==> config.mk <==
export PLATFORM = sky130hd
export DESIGN_NAME = pipeline_ctrl
export DESIGN_NICKNAME = d
export VERILOG_FILES = /design/src/rtl/pipeline_ctrl.sv
export SDC_FILE = /design/constraint.sdc
export NUM_CORES = 1
export LEC_CHECK = 0
export CORE_MARGIN = 2
export CORE_UTILIZATION = 43
export CTS_BUF_LIST = sky130_fd_sc_hd__clkbuf_16
export DETAILED_ROUTE_END_ITERATION = 6
export PLACE_DENSITY = 0.79
export SLEW_MARGIN = 5
export SYNTH_ARGS = -nofsm -noshare
export SYNTH_HDL_FRONTEND = slang
export SYNTH_SLANG_ARGS = --single-unit
==> constraint.sdc <==
create_clock -name CLK -period 3.9 [get_ports CLK]
set_input_delay 1.17 -clock CLK [delete_from_list [all_inputs] [get_ports CLK]]
set_output_delay 1.17 -clock CLK [all_outputs]
set_load 0.1 [all_outputs]
==> src/rtl/pipeline_ctrl.sv <==
// pipeline_ctrl: stall/flush/enable controller for a five-stage pipeline with data-wait and halt tracking
module pipeline_ctrl (
    input  logic        CLK,
    input  logic        RST,
    input  logic        ihit,
    input  logic        dhit,
    input  logic        mem_req,
    input  logic        halt,
    input  logic        ld_in_ex,
    input  logic [4:0]  ex_rt,
    input  logic [4:0]  id_rs,
    input  logic [4:0]  id_rt,
    input  logic        br_taken,
    input  logic        jmp_id,
    output logic        pc_en,
    output logic        ifid_en,
    output logic        idex_en,
    output logic        exmem_en,
    output logic        memwb_en,
    output logic        ifid_flush,
    output logic        idex_flush,
    output logic        exmem_flush,
    output logic        memwb_flush,
    output logic        halted,
    output logic [15:0] stall_cnt
);
    typedef enum logic [1:0] {RUN, DWAIT, HALT} state_t;
    state_t state_q, state_d;
    logic [15:0] stall_cnt_q, stall_cnt_d;
    logic [8:0] ctl;
    logic hold, dfrz, lu;
    always_comb begin
        hold = state_q == HALT || halt;
        dfrz = (state_q == DWAIT || mem_req) && !dhit;
        lu = ld_in_ex && ex_rt != 5'd0 && (ex_rt == id_rs || ex_rt == id_rt);
        // {pc_en, ifid/idex/exmem/memwb en, ifid/idex/exmem/memwb flush}
        ctl = RST      ? 9'b0_0000_1111 :
              hold     ? 9'b0_0000_0000 :
              dfrz     ? 9'b0_0000_0000 :
              br_taken ? 9'b1_1111_1110 :
              lu       ? 9'b0_0111_0100 :
              jmp_id   ? 9'b1_1111_1000 :
              !ihit    ? 9'b0_1111_1000 :
                         9'b1_1111_0000;
        state_d = RST ? RUN : hold ? HALT : dfrz ? DWAIT : RUN;
        stall_cnt_d = RST ? 16'd0 :
                      (!ctl[8] && !hold && stall_cnt_q != 16'hFFFF) ? stall_cnt_q + 16'd1 : stall_cnt_q;
    end
    always_ff @(posedge CLK) begin
        state_q <= state_d;
        stall_cnt_q <= stall_cnt_d;
    end
    assign {pc_en, ifid_en, idex_en, exmem_en, memwb_en,
            ifid_flush, idex_flush, exmem_flush, memwb_flush} = ctl;
    assign halted = state_q == HALT;
    assign stall_cnt = stall_cnt_q;
endmodule

### Yosys cells after proc, flatten, opt, wreduce, memory -nomap -nowiden

Cells that the tools add are included.

* word-level logic and storage cells: 31
* output and inout port bits: 26
* bits of input ports: 24
* flip-flop bits (word level): 18

* reductions and logical operators: 13
* multiplexer cells: 9
* equality and inequality tests: 5
* $add $sub $neg: 1

Operator list (number)
* $mux W9: 7
* $add A16 B1 Y16 const B: 1
* $ne A16 B16 Y1 const B: 1
* $eq A5 B5 Y1: 2
* $logic_and A1 B1 Y1: 5
* $reduce_bool A5 Y1: 1
* $logic_not A1 Y1: 3
* $logic_or A1 B1 Y1: 3
* $eq A2 B1 Y1 const B: 1
* $eq A2 B2 Y1 const B: 1
* $mux W2: 1
* $reduce_or A2 Y1: 1
* $mux W1: 1

### Depth between registers and ports, before layout

* depth in word-level cells: 11
* depth in mapped cells: 9
* gate-level depth less buffers: 7

### Worst setup path before layout

OpenSTA, ideal clock, no wires.

* kind: input to output
* start: in mem_req
* end: out ifid_en
* stages: 3
* arrival: 3.632 ns
* setup slack: -0.902 ns
* path buffers: 0
* required time: 2.730 ns
* cell sequence: o21ba_2 > nor3_2 > o21a_1

* cells in the longest elaborated chain, start to end: 5

Ends and longest elaborated chain
* start, declared: line 7 `input logic mem_req,`
* $logic_or A1 B1 Y1: line 34 `dfrz = (state_q == DWAIT || mem_req) && !dhit;`
* $logic_and A1 B1 Y1: line 34
* $mux W9: line 39 `dfrz ? 9'b0_0000_0000 :`
* $mux W9: line 38 `hold ? 9'b0_0000_0000 :`
* $mux W9: line 37 `ctl = RST ? 9'b0_0000_1111 :`
* end, declared: line 16 `output logic ifid_en,`

No other way between the ends.

### Worst setup path in the final report

* start: in ex_rt[3]
* end: out ifid_flush

* cells in the longest elaborated chain, start to end: 8
* elaborated cells on any way between the ends: 11
* those cells by class: eq/ne: 2; mux: 5; reduce/logical: 4

Ends and longest elaborated chain
* start, declared: line 10 `input logic [4:0] ex_rt,`
* $eq A5 B5 Y1 or $reduce_bool A5 Y1 (tied branches): line 35 `lu = ld_in_ex && ex_rt != 5'd0 && (ex_rt == id_rs || ex_rt == id_rt);`
* $logic_or A1 B1 Y1 or $logic_and A1 B1 Y1 (tied branches): line 35
* $logic_and A1 B1 Y1 *: line 35
* $mux W9 *: line 41 `lu ? 9'b0_0111_0100 :`
* $mux W9 *: line 40 `br_taken ? 9'b1_1111_1110 :`
* $mux W9 *: line 39
* $mux W9 *: line 38
* $mux W9 *: line 37
* end, declared: line 20 `output logic ifid_flush,`

Mark *: on every way between the ends. The rest lies on a longest branch, timed or not.

==> results.txt <==
The flow ran to the end, and the final reports show no timing, DRC or antenna violations. The buffering stage count on the worst path with inverters included was 2; the filler cell count in the final layout was 229. The part of the Yosys area used for sequential elements is 0.291. For the core footprint, the log shows 2730 µm².

The die is 57.6 µm tall. The capture instance of the worst register-to-register path is stall_cnt[9]$_SDFFE_PP0P_. For this design the ratio of total power to cell area is 290 nW/µm². Of all nets on the critical path, the largest fanout is 3. The tool flagged a number of max-cap violations equal to 0. The number of hold buffers added after CTS was 0. The first global-routing pass estimated 6.04 mm of wire. The multi-input combinational cells in the finished layout cover a total of 878 µm². Clock tree synthesis selected as its root buffer the cell sky130_fd_sc_hd__clkbuf_16. Number of synthesized flops with an enable pin: 0. Prevailing post-synth register cell: sky130_fd_sc_hd__dfxtp_1. The number of buffers on the longest clock path is 2, and the instance count along the most critical hold path is 2.

The floorplan step defined a die boundary enclosing 3320 µm². The detailed router's first-iteration violation count was 26; the total negative setup slack was 0 ns. Setup repair after global routing left no endpoint under its margin.

For the worst flop-to-flop path, the logic depth is 8. Data on the critical path arrives at its endpoint at 2.67 ns. After detailed routing, the average wire length per cell comes to 15.6 µm. Once placement completed, the tool counted placed cells totaling 227. The slowest stage of the critical path belongs to the cell sky130_fd_sc_hd__or4_4. The path with the worst hold slack has its endpoint at stall_cnt[10]$_SDFFE_PP0P_. The number of levels the H-tree was split into was 1; the ratio of cells with drive above 1 in the final layout was 0.308. In the post-synthesis netlist, the biggest area contributors are sky130_fd_sc_hd__dfxtp_1, sky130_fd_sc_hd__xor2_1, sky130_fd_sc_hd__a21oi_1, sky130_fd_sc_hd__or4_1, sky130_fd_sc_hd__mux2_2. Fraction of synthesis flops using an asynchronous set or reset pin: 0. The worst slew slack as a fraction of its limit came out at 0.472.

Clock tree synthesis inserted a total of 3 buffers. Derived from the worst setup path, the maximum achievable clock frequency is 260 MHz. The initial antenna violation count is 0, and the synthesis warning total is 0.

CTS clock-pin slew for the worst setup and hold paths: 0.05 ns. TritonCTS built the clock tree. For this run, the slowest stage of the critical path takes 0.51 ns. The path type of the worst setup path was input pin to output pin.

The run gives 19 as the site row count. Entering global routing, the biggest net connects 21 pins. The cell type contributing the most total cell area after synthesis is sky130_fd_sc_hd__dfxtp_1. The run gives 2.73 ns as the required time of the critical path.

The cell area that synthesis handed to floorplanning was 1240 µm². In the final design database the tool counted 227 nets. The tools report the number of distinct library cells after synthesis as 39.

The number of hold violations in the final report is 0. Counting every net in the synthesized netlist gives 173. In this run the static leakage power is 0.820 nW. After global routing the overflow that remains totals 0.

Detailed routing inserted a total of 1331 vias. In this design, the largest share of critical-path delay is due to simple AND/OR/NAND/NOR gates. STA classifies the critical path startpoint as an input pin. The run gives 0.453 as the effective utilization at floorplan. The area occupied by registers was 360 µm². The startpoint identified for the worst hold timing path is stall_cnt[10]$_SDFFE_PP0P_.

The worst register-to-register path has a setup slack of 1.15 ns. After detailed routing, the number of vias per cell comes to 5.74. The number of non-filler instances in the completed layout was 232; the register bit total from synthesis was 18. The max-slew violation total from the final report came out at 0. The cell count after synthesis was 148; the number of global-route vias before repair was 1299.

Clock period minus final worst setup slack: 3.84 ns. Buffers placed on the I/O ports in this run total 49. The final worst-path cycle share is 0.985, and the number of inserted diodes is 0. Once detail routing completed, the nets flagged for antenna violations numbered 0.

Routability-driven placement finished with a final weighted congestion of 0.785. The routed design has 3.61 mm of wire. The number of top-level pins is 50, and the TritonCTS sink count is 18. The top-area cell type share of the netlist area was 0.291; the mean cell area of the mapped netlist was 8.36 µm².

The tools report the worst voltage drop across the vdd grid as 0.259 mV. The endpoint kind of the worst setup timing path was an output pin. After detailed routing, the number of remaining DRC violations is 0. The clock latency of the later-clocked register in the worst-skew pair is 0.25 ns, and the die boundary width is 57.6 µm.

The transition at the pin with the smallest max-transition slack is 0.787 ns. The type of the tightest min-delay check was flip-flop to flip-flop. From synthesis to final layout, the design area changed by 60.4%. Walking the worst path, the cells encountered are dlygate4sd2_1 > or4_4 > o21ai_4 > or2_4 > a21oi_2 > o21bai_4 > buf_12. After legalization and detailed placement, the total HPWL measured 2.66 mm. Clock skew on the completed layout was measured at 0.00314 ns. The aggregate global-route resource usage was 0.235. In this run the critical register-to-register path is launched from stall_cnt[0]$_SDFFE_PP0P_. Setup violations remaining at the end of the flow were counted as 0. The first detailed-routing pass took 4 iterations.
[worst max path at each step]
stage | slack [ns] | to | depth (start not counted) | start
final | 0.06 | ifid_flush | 7 | ex_rt[3]
after global routing | 0.003 | ifid_flush | 7 | ex_rt[2]
after CTS | 0.008 | idex_flush | 8 | id_rs[0]
after detailed placement | -0.26 | pc_en | 7 | ex_rt[1]
after global placement | -0.19 | pc_en | 7 | ex_rt[1]
after floorplan | -0.15 | pc_en | 6 | halt
[final cells by class]
cell class              instances  area share
clock buffers                   3      0.0378
clock inverters                 1     0.00189
inverters                       5     0.00946
multi-input cells             115       0.443
flip-flops and latches         18       0.182
well taps                      31      0.0195
repair buffers                 59       0.307
[metrics by stage]
step / hold WS, ns / power [mW] / utilization / worst slack [ns] / instance area, µm²
3_5_place_dp: 0.508 / 0.369 / 0.684 / -0.255 / 1870
2_1_floorplan: 0.558 / 0.302 / - / -0.148 / 1300
3_3_place_gp: 0.494 / 0.366 / 0.684 / -0.193 / 1870
6_report: 0.518 / 0.575 / 0.726 / 0.0575 / 1980
4_1_cts: 0.522 / 0.576 / 0.717 / 0.00775 / 1960
5_1_grt: 0.574 / 0.594 / 0.726 / 0.00306 / 1980
[logic make-up (layout without fill, tap and decap cells)]
family	Yosys count	count (layout)	synth area share
buf+inv	15	68	0.0647
mux	5	5	0.0455
flops	18	18	0.291
simple gates	63	63	0.306
compound gates	36	36	0.211
fa+ha+maj	1	1	0.0101
xor+xnor	10	10	0.0708
[worst register-to-register path: cells and delay by family, from the launching register on]
| kind | cells | cell delay [ns] |
|---|---|---|
| multiplexers | 1 | 0.26 |
| AND/OR/NAND/NOR | 3 | 0.67 |
| buffers and inverters | 2 | 0.41 |
| AO/OA/AOI/OAI | 1 | 0.65 |
| flip-flops | 1 | 0.42 |
| adder cells (fa/ha/maj) | 1 | 0.22 |
[where the power goes]
| part | switching [mW] | total [mW] | leakage (nW) | internal (mW) |
|---|---|---|---|---|
| registers | 0.00281 | 0.189 | 0.146 | 0.187 |
| clock network | 0.0710 | 0.207 | 0.0385 | 0.136 |
| logic | 0.109 | 0.178 | 0.636 | 0.0692 |
| total | 0.182 | 0.575 | 0.820 | 0.392 |
[layer usage]
| layer | routed length [µm] | GRT usage | up-vias |
|---|---|---|---|
| li1 | - | - | 659 |
| met1 | 1460 | 0.266 | 624 |
| met2 | 1920 | 0.438 | 43 |
| met3 | 186 | 0.0402 | 5 |
| met4 | 50 | 0.0864 | 0 |
| met5 | 0 | 0 | - |
[sequential cells by signal (all words and copies together), names as in the netlist]
signal	count
stall_cnt	16
state_q	2
[synth_stat cells (2+ instances only)]
library cell / count
sky130_fd_sc_hd__nor3_2: 3
sky130_fd_sc_hd__clkbuf_1: 3
sky130_fd_sc_hd__inv_1: 4
sky130_fd_sc_hd__nand2_1: 3
sky130_fd_sc_hd__nor2_1: 10
sky130_fd_sc_hd__mux2_2: 5
sky130_fd_sc_hd__a21oi_1: 14
sky130_fd_sc_hd__buf_4: 4
sky130_fd_sc_hd__dfxtp_1: 18
sky130_fd_sc_hd__nor2b_1: 6
sky130_fd_sc_hd__o21ai_0: 3
sky130_fd_sc_hd__xor2_1: 10
sky130_fd_sc_hd__o2111ai_1: 2
sky130_fd_sc_hd__or3_1: 3
sky130_fd_sc_hd__nand4_1: 5
sky130_fd_sc_hd__nand3_1: 7
sky130_fd_sc_hd__and3_1: 2
sky130_fd_sc_hd__nand2b_1: 4
sky130_fd_sc_hd__nor3_1: 4
sky130_fd_sc_hd__and4_1: 4
sky130_fd_sc_hd__o31ai_1: 7
sky130_fd_sc_hd__a41o_1: 2
sky130_fd_sc_hd__o21bai_1: 2
sky130_fd_sc_hd__or4_1: 8
[placed cells by master, fill, tap and decap left out, types with 2 or more instances in the layout]
| cell type | instances |
|---|---|
| sky130_fd_sc_hd__mux2_2 | 5 |
| sky130_fd_sc_hd__nor2_1 | 10 |
| sky130_fd_sc_hd__or3_1 | 3 |
| sky130_fd_sc_hd__a21oi_1 | 13 |
| sky130_fd_sc_hd__o2111ai_1 | 2 |
| sky130_fd_sc_hd__clkdlybuf4s50_1 | 13 |
| sky130_fd_sc_hd__a41o_1 | 2 |
| sky130_fd_sc_hd__nand4_1 | 5 |
| sky130_fd_sc_hd__inv_1 | 4 |
| sky130_fd_sc_hd__or4_1 | 7 |
| sky130_fd_sc_hd__nand2b_1 | 3 |
| sky130_fd_sc_hd__nor2b_1 | 6 |
| sky130_fd_sc_hd__and4_1 | 4 |
| sky130_fd_sc_hd__buf_12 | 9 |
| sky130_fd_sc_hd__dlymetal6s2s_1 | 2 |
| sky130_fd_sc_hd__xor2_1 | 9 |
| sky130_fd_sc_hd__nand3_1 | 7 |
| sky130_fd_sc_hd__dfxtp_1 | 18 |
| sky130_fd_sc_hd__and3_1 | 2 |
| sky130_fd_sc_hd__dlygate4sd2_1 | 7 |
| sky130_fd_sc_hd__o31ai_1 | 7 |
| sky130_fd_sc_hd__nand2_1 | 3 |
| sky130_fd_sc_hd__buf_4 | 27 |
| sky130_fd_sc_hd__or2_4 | 2 |
| sky130_fd_sc_hd__o21ai_0 | 2 |
| sky130_fd_sc_hd__nor3_1 | 4 |
| sky130_fd_sc_hd__nor3_2 | 2 |
| sky130_fd_sc_hd__clkbuf_16 | 3 |
| sky130_fd_sc_hd__o21bai_4 | 2 |
[repair_timing]
item | 4_1_cts | 5_1_grt
resized for setup | 13 | 6
setup buffers | 1 | 0
endpoints found under the setup margin | 4 | 3
endpoints found under the hold margin | 0 | 0
pin swaps | 6 | 8
(Power assumes the default switching activity.)
